$ cat config.mk
export PLATFORM = sky130hd
export DESIGN_NAME = ticket_booth_ctrl
export DESIGN_NICKNAME = d
export VERILOG_FILES = /design/src/rtl/ticket_booth_ctrl.sv
export SDC_FILE = /design/constraint.sdc
export NUM_CORES = 1
export LEC_CHECK = 0
export CORE_MARGIN = 3
export CORE_UTILIZATION = 34
export CTS_BUF_LIST = sky130_fd_sc_hd__clkbuf_16
export DETAILED_ROUTE_END_ITERATION = 8
export HOLD_SLACK_MARGIN = 0.03
export MAX_ROUTING_LAYER = met4
export PLACE_DENSITY = 0.61
export SLEW_MARGIN = 20
export SYNTH_ARGS = -nofsm -noshare
export SYNTH_HDL_FRONTEND = slang
export SYNTH_SLANG_ARGS = --single-unit
$ cat constraint.sdc
create_clock -name clk -period 3.5 [get_ports clk]
set_clock_uncertainty 0.1 [all_clocks]
set_input_delay 0.7 -clock clk [delete_from_list [all_inputs] [get_ports clk]]
set_output_delay 0.7 -clock clk [all_outputs]
set_load 0.05 [all_outputs]
$ cat src/rtl/ticket_booth_ctrl.sv
// Cinema ticket-vending controller: movie -> session -> seats -> payment -> change.
// Optional inactivity timeout is compiled in with the TICKET_TIMEOUT_EN macro.
module ticket_booth_ctrl #(
  parameter int N_MOVIES    = 2,
  parameter int N_SESSIONS  = 2,
  parameter int N_SEATS     = 18,
  parameter int PRICE       = 15,
  parameter int CREDIT_W    = 10,
  parameter int COIN0       = 5,
  parameter int COIN1       = 10,
  parameter int COIN2       = 20,
  parameter int COIN3       = 50,
  parameter int TIMEOUT_CYC = 50_000_000,
  localparam int MW    = (N_MOVIES > 1) ? $clog2(N_MOVIES) : 1,
  localparam int SW    = (N_SESSIONS > 1) ? $clog2(N_SESSIONS) : 1,
  localparam int N_ENT = N_MOVIES * N_SESSIONS,
  localparam int SELW  = (N_ENT > 1) ? $clog2(N_ENT) : 1
) (
  input  logic                clk,
  input  logic                rst_n,
  input  logic [3:0]          key_n,
  input  logic [N_SEATS-1:0]  sw,
  input  logic                cancel,
  output logic [2:0]          state,
  output logic [MW-1:0]       movie_idx,
  output logic [SW-1:0]       session_idx,
  output logic [N_SEATS-1:0]  seat_free,
  output logic [CREDIT_W-1:0] due,
  output logic [CREDIT_W-1:0] credit,
  output logic [CREDIT_W-1:0] change,
  output logic                change_valid,
  output logic                err
);

  typedef enum logic [2:0] {
    S_MOVIE   = 3'd0,
    S_SESSION = 3'd1,
    S_SEATS   = 3'd2,
    S_PAY     = 3'd3,
    S_DONE    = 3'd4
  } state_t;

  function automatic logic [CREDIT_W-1:0] seat_price(input logic [N_SEATS-1:0] req);
    int cnt;
    cnt = 0;
    for (int i = 0; i < N_SEATS; i++) begin
      if (req[i]) cnt++;
    end
    return CREDIT_W'(cnt * PRICE);
  endfunction

  state_t              r_state, w_state_nx;
  logic [3:0]          r_key_s1, r_key_s2, r_key_d;
  logic [MW-1:0]       r_movie, w_movie_nx, w_movie_inc;
  logic [SW-1:0]       r_session, w_session_nx, w_session_inc;
  logic [CREDIT_W-1:0] r_due, w_due_nx, r_credit, w_credit_nx, r_change, w_change_nx;
  logic [CREDIT_W-1:0] w_credit_sat;
  logic [CREDIT_W:0]   w_coin, w_sum;
  logic                r_cv, w_cv_nx, r_err, w_err_nx, w_commit;
  logic [N_SEATS-1:0]  r_req, w_req_nx, w_occ_cur;
  logic [N_SEATS-1:0]  r_occ [N_ENT];
  logic [SELW-1:0]     w_sel;
  logic [3:0]          w_fall, w_key;
  logic                w_timeout, w_abort;

  // Two-flop synchroniser plus a delayed copy for falling-edge detection.
  always_ff @(posedge clk or negedge rst_n) begin
    if (!rst_n) begin
      r_key_s1 <= 4'hF;
      r_key_s2 <= 4'hF;
      r_key_d  <= 4'hF;
    end else begin
      r_key_s1 <= key_n;
      r_key_s2 <= r_key_s1;
      r_key_d  <= r_key_s2;
    end
  end

  // Keep only the lowest-index press when several land in one cycle.
  assign w_fall = r_key_d & ~r_key_s2;
  assign w_key  = w_fall & (~w_fall + 4'd1);

  assign w_sel     = SELW'(int'(r_movie) * N_SESSIONS + int'(r_session));
  assign w_occ_cur = r_occ[w_sel];

  assign w_movie_inc   = (r_movie == MW'(N_MOVIES - 1)) ? '0 : r_movie + MW'(1);
  assign w_session_inc = (r_session == SW'(N_SESSIONS - 1)) ? '0 : r_session + SW'(1);

  assign w_coin = w_key[0] ? (CREDIT_W+1)'(COIN0) :
                  w_key[1] ? (CREDIT_W+1)'(COIN1) :
                  w_key[2] ? (CREDIT_W+1)'(COIN2) :
                  w_key[3] ? (CREDIT_W+1)'(COIN3) : '0;
  assign w_sum        = {1'b0, r_credit} + w_coin;
  assign w_credit_sat = w_sum[CREDIT_W] ? '1 : w_sum[CREDIT_W-1:0];

`ifdef TICKET_TIMEOUT_EN
  logic [31:0] r_to_cnt;
  logic        w_active;

  assign w_active = (r_state == S_SESSION) || (r_state == S_SEATS) || (r_state == S_PAY);

  // Inactivity counter, restarted by any key event or cancel and parked outside the active states.
  always_ff @(posedge clk or negedge rst_n) begin
    if (!rst_n) begin
      r_to_cnt <= 32'd0;
    end else if (!w_active || (w_fall != 4'd0) || cancel) begin
      r_to_cnt <= 32'd0;
    end else begin
      r_to_cnt <= r_to_cnt + 32'd1;
    end
  end

  assign w_timeout = w_active && (r_to_cnt == 32'(TIMEOUT_CYC - 1));
`else
  assign w_timeout = (TIMEOUT_CYC < 0);
`endif

  assign w_abort = cancel || w_timeout;

  // Next-state and next-value logic; cancel/timeout outrank key events.
  always_comb begin
    w_state_nx   = r_state;
    w_movie_nx   = r_movie;
    w_session_nx = r_session;
    w_due_nx     = r_due;
    w_credit_nx  = r_credit;
    w_change_nx  = r_change;
    w_req_nx     = r_req;
    w_cv_nx      = 1'b0;
    w_err_nx     = 1'b0;
    w_commit     = 1'b0;
    case (r_state)
      S_MOVIE: begin
        if (w_key[0]) begin
          w_movie_nx = w_movie_inc;
        end else if (w_key[1]) begin
          w_session_nx = '0;
          w_state_nx   = S_SESSION;
        end else begin
          w_state_nx = S_MOVIE;
        end
      end
      S_SESSION: begin
        if (w_abort) begin
          w_err_nx   = w_timeout;
          w_state_nx = S_MOVIE;
        end else if (w_key[0]) begin
          w_session_nx = w_session_inc;
        end else if (w_key[1]) begin
          if (&w_occ_cur) begin
            w_err_nx = 1'b1;
          end else begin
            w_state_nx = S_SEATS;
          end
        end else if (w_key[2]) begin
          w_state_nx = S_MOVIE;
        end else begin
          w_state_nx = S_SESSION;
        end
      end
      S_SEATS: begin
        if (w_abort) begin
          w_err_nx   = w_timeout;
          w_state_nx = S_MOVIE;
        end else if (w_key[1]) begin
          if ((sw == '0) || ((sw & w_occ_cur) != '0)) begin
            w_err_nx = 1'b1;
          end else begin
            w_req_nx   = sw;
            w_due_nx   = seat_price(sw);
            w_state_nx = S_PAY;
          end
        end else if (w_key[2]) begin
          w_state_nx = S_SESSION;
        end else begin
          w_state_nx = S_SEATS;
        end
      end
      S_PAY: begin
        if (w_abort) begin
          w_err_nx    = w_timeout;
          w_change_nx = r_credit;
          w_cv_nx     = 1'b1;
          w_credit_nx = '0;
          w_due_nx    = '0;
          w_state_nx  = S_MOVIE;
        end else if (r_credit >= r_due) begin
          w_commit    = 1'b1;
          w_change_nx = r_credit - r_due;
          w_cv_nx     = 1'b1;
          w_state_nx  = S_DONE;
        end else if (w_key != 4'd0) begin
          w_credit_nx = w_credit_sat;
        end else begin
          w_state_nx = S_PAY;
        end
      end
      S_DONE: begin
        w_credit_nx = '0;
        w_due_nx    = '0;
        w_state_nx  = S_MOVIE;
      end
      default: begin
        w_state_nx = S_MOVIE;
      end
    endcase
  end

  // Controller registers: state, indices, money and one-cycle pulses.
  always_ff @(posedge clk or negedge rst_n) begin
    if (!rst_n) begin
      r_state   <= S_MOVIE;
      r_movie   <= '0;
      r_session <= '0;
      r_due     <= '0;
      r_credit  <= '0;
      r_change  <= '0;
      r_req     <= '0;
      r_cv      <= 1'b0;
      r_err     <= 1'b0;
    end else begin
      r_state   <= w_state_nx;
      r_movie   <= w_movie_nx;
      r_session <= w_session_nx;
      r_due     <= w_due_nx;
      r_credit  <= w_credit_nx;
      r_change  <= w_change_nx;
      r_req     <= w_req_nx;
      r_cv      <= w_cv_nx;
      r_err     <= w_err_nx;
    end
  end

  // Occupancy map: bits are only ever set by a completed payment.
  always_ff @(posedge clk or negedge rst_n) begin
    if (!rst_n) begin
      for (int i = 0; i < N_ENT; i++) r_occ[i] <= '0;
    end else if (w_commit) begin
      r_occ[w_sel] <= w_occ_cur | r_req;
    end
  end

  assign state        = r_state;
  assign movie_idx    = r_movie;
  assign session_idx  = r_session;
  assign seat_free    = ~w_occ_cur;
  assign due          = r_due;
  assign credit       = r_credit;
  assign change       = r_change;
  assign change_valid = r_cv;
  assign err          = r_err;

endmodule

==> metrics.log <==
[metrics] count of non-filler cells in the finished layout: roughly 1,800
[metrics] number of global-route vias before repair: ~9,400
[metrics] violated checks: setup timing
[metrics] Final Net Count: 1,534
[metrics] Worst Path Buf+Inv: 5
[metrics] synthesized area per cell: slightly below 9 µm²
[metrics] clock tree from TritonCTS: built
[metrics] post-layout min period: 11.12 ns
[metrics] post-route setup TNS: -62.21 ns
[metrics] number of max-slew violations in the final report: 0
[metrics] sequential cell area in the final layout: approximately 0.0035 mm²
[metrics] Tightest Pin Transition: 0.690 ns
[metrics] via count: 9,476
[metrics] xor/xnor share of the synthesized area: under 10%
[metrics] overall overflow remaining after global route: 0
[metrics] Netlist cell types: 94
[metrics] proportion of netlist area held by the largest area contributor: between 30% and 40%
[metrics] master of the slowest instance on the critical path: sky130_fd_sc_hd__fa_1
[metrics] I/O pin count: 80
[metrics] Synth Area in Adders: 8.90%
[metrics] kind of start point of the critical path: input port
[metrics] proportion of synthesized area in mux cells: under 10%
[metrics] CTS Buf Count: 17
[metrics] mapped cell area: approximately 0.01 mm²
[metrics] Cells after Synth: between 1,000 and 1,500
[metrics] leading cell types by total area after synthesis: sky130_fd_sc_hd__dfrtp_1 (31%), sky130_fd_sc_hd__nand2_1 (7.2%), sky130_fd_sc_hd__o21ai_0 (6.2%)
[metrics] initial antenna violation count: 0
[metrics] endpoints failing hold: 0
[metrics] portion of the post-synthesis area used by sequential elements: between 30% and 40%
[metrics] Warnings, synthesis: 0
[metrics] post-synth top area cell: sky130_fd_sc_hd__dfrtp_1
[metrics] area share of and/or/nand/nor cells after synthesis: between 10% and 20%
[metrics] fraction of met3 tracks used by global routing: under 10%
[metrics] clock sinks: 139
[metrics] # H-tree levels: 4
[metrics] die width: 179 µm
[metrics] unrepaired setup endpoints after global routing: yes
[metrics] sum of net half-perimeters after detailed placement: approximately 22 mm
[metrics] vias per cell: approximately 5.1
[metrics] number of max-cap violations: 0
[metrics] iteration count of the initial detailed-routing pass: 5
[metrics] worst min-delay path class: in -> async
[metrics] remaining routing DRC violations: 0
[metrics] share of flip-flops with an asynchronous set or reset after synthesis: 100%
[metrics] routed wire length per instance: around 16 µm
[metrics] die area: 0.0320 mm²
[metrics] share of final-layout standard cells stronger than drive strength 1: a little under a third
[metrics] type of destination of the critical path: flop
[metrics] clock latency reported for the late side of the worst-skew pair: about 0.43 ns
[metrics] number of DRC markers in iteration 0: just under 700
[metrics] status: finished with violations
[metrics] multi-input gate area in the final layout: about 0.0068 mm²
[metrics] WP data arrival: between 10 and 15 ns
[metrics] Clock Pin Slew Worst Setup and Hold Paths: approximately 0.060 ns
[metrics] height of the die: between 150 and 200 µm
[metrics] largest fanout of any net on the critical path: 4
[metrics] met2 track demand over resource in global routing: between 30% and 40%
[metrics] Global Route met1 Usage: 25.2%
[metrics] maximum number of pins on one net before global-route repair: between 70 and 80
[metrics] maximum clock frequency: about 0.09 GHz
[metrics] final critical-path share of the clock period: 318%
[metrics] count of standard-cell rows: just over 60
[metrics] max incr delay on CP: 0.52 ns
[metrics] post-synthesis net count: 1,225
[metrics] Worst Setup Slack post-DPL: -8.80 ns
[metrics] Post-synth EDFFs: 0
[metrics] area delta synth->final: 45.2%
[metrics] CORE AREA: between 0.02 and 0.03 mm²
[metrics] busiest layer in global routing: met2
[metrics] dominant cell type by count on the critical path: sky130_fd_sc_hd__ha_4
[metrics] main flop type after synthesis: sky130_fd_sc_hd__dfrtp_1
[metrics] clock tree root driver cell: sky130_fd_sc_hd__clkbuf_16
[metrics] post-placement cell count: 1,787
[metrics] overall fraction of global-route tracks in use: between 10% and 20%
[metrics] wire length of the first global-routing pass: 47.9 mm
[metrics] CP top delay family: adder cells
[metrics] main combinational cell family by area after synthesis: simple AND/OR/NAND/NOR gates
[metrics] detailed-route wire length: between 20 and 30 mm
[metrics] initial core utilization: between 30% and 40%
[metrics] number of register bits inferred by synthesis: 139
[metrics] Final Worst Setup Slack: -7.62 ns
[metrics] number of setup violations in the final report: 10
[metrics] Antenna Violating Nets Remaining: 0
[metrics] placer congestion estimate: 0.903
[metrics] compound-cell area share of the yosys netlist: about 18%
[metrics] maximum root-to-sink buffer count: 2
[metrics] worst setup path class: in -> reg
[metrics] I/O Buffers: between 70 and 80
[metrics] data required time of the critical path: approximately 3.7 ns
[metrics] worst slew margin relative to its limit: between 50 and 60%
[metrics] number of antenna cells inserted: 0
[metrics] total of fill cells in the finished design: 2,667
layer usage:
layer / wire (µm) / vias to the layer above
li1: - / 4635
met1: 13400 / 4547
met2: 13600 / 248
met3: 1710 / 46
met4: 654 / 0
met5: 0 / -
final cells by class:
| cell class | instances | share of cell area (%) |
|---|---|---|
| clock buffers | 17 | 2.89 |
| clock inverters | 15 | 1.18 |
| inverters | 72 | 1.99 |
| multi-input cells | 876 | 46.2 |
| flip-flops and latches | 139 | 23.7 |
| well taps | 384 | 3.26 |
| repair buffers | 340 | 20.8 |
stage by stage:
step                area, µm²  utilization, %  hold WS (ns)
CTS                     14500            49.8         0.206
global route            14700            50.7         0.229
global placement        13600            46.8         0.246
finish                  14700            50.7         0.194
detailed placement      13600            46.8         0.247
floorplan               10500               -         0.245
flip-flops by register name, summed over array words and instances (netlist names), 3 cells and up:
name / count
state: 3
due: 10
credit: 10
change: 10
r_occ: 72
r_key_d: 4
r_req: 18
r_key_s2: 4
r_key_s1: 4
path summary, 6_finish.rpt:
check                             from          end  slack, ns  cells past startpoint
setup reg to reg                due[0]    r_occ[58]       0.28                     13
setup / recovery                 sw[2]       due[9]      -7.62                     64
max in group asynchronous        rst_n     r_req[5]       2.28                      2
hold reg to reg            r_key_s1[1]  r_key_s2[1]       0.25                      0
min in group clk           r_key_s1[1]  r_key_s2[1]       0.25                      0
hold / removal                   rst_n    credit[6]       0.19                      1
repair_timing:
item                       in CTS  in global routing
hold buffers                    0                  0
gates resized for setup        37                 36
setup buffers                  17                 10
pin swaps                      48                 35
setup endpoints to repair      10                 40
kinds of logic after synthesis:
group	after synthesis
AND/OR/NAND/NOR	421
multiplexers	37
adder cells (fa/ha/maj)	64
flip-flops	139
other	1
buffers and inverters	122
XOR/XNOR	74
AO/OA/AOI/OAI	279
worst register-to-register path: stages, from the launching register on:
cell and delay [ns]:
sky130_fd_sc_hd__dfrtp_1 0.45, sky130_fd_sc_hd__ha_1 0.26, sky130_fd_sc_hd__fa_1 0.40, sky130_fd_sc_hd__nor2b_1 0.15, sky130_fd_sc_hd__o21ai_0 0.09, sky130_fd_sc_hd__nand2b_1 0.17, sky130_fd_sc_hd__a221oi_2 0.10, sky130_fd_sc_hd__o21ai_1 0.19
sky130_fd_sc_hd__a21oi_2 0.11, sky130_fd_sc_hd__buf_4 0.15, sky130_fd_sc_hd__or4_1 0.46, sky130_fd_sc_hd__buf_4 0.27, sky130_fd_sc_hd__nand2_1 0.12, sky130_fd_sc_hd__o21ai_0 0.08
cell usage after synthesis (all sizes together) (14+ instances only):
cell	n
clkbuf	38
nand2b	16
mux4	18
o21ai	130
xor2	17
nor2b	21
xnor2	47
fa	14
nor2	69
dfrtp	127
nand2	196
nand3	24
nor3	17
ha	49
nand4	27
a21o	17
inv	71
a21oi	41
layout by cell type, fill, tap and decap left out, types with 26 or more instances in the layout:
cell and n:
sky130_fd_sc_hd__nor2_1 65, sky130_fd_sc_hd__o21ai_0 121, sky130_fd_sc_hd__clkdlybuf4s50_1 56, sky130_fd_sc_hd__a21oi_1 35
sky130_fd_sc_hd__xnor2_1 31, sky130_fd_sc_hd__ha_1 26, sky130_fd_sc_hd__nand4_1 27, sky130_fd_sc_hd__buf_12 26
sky130_fd_sc_hd__nand2_1 190, sky130_fd_sc_hd__buf_4 244, sky130_fd_sc_hd__inv_1 62, sky130_fd_sc_hd__dfrtp_1 127
Power is not shown: default switching activity piles up to over one toggle a cycle in this logic, so the estimate is an artifact.
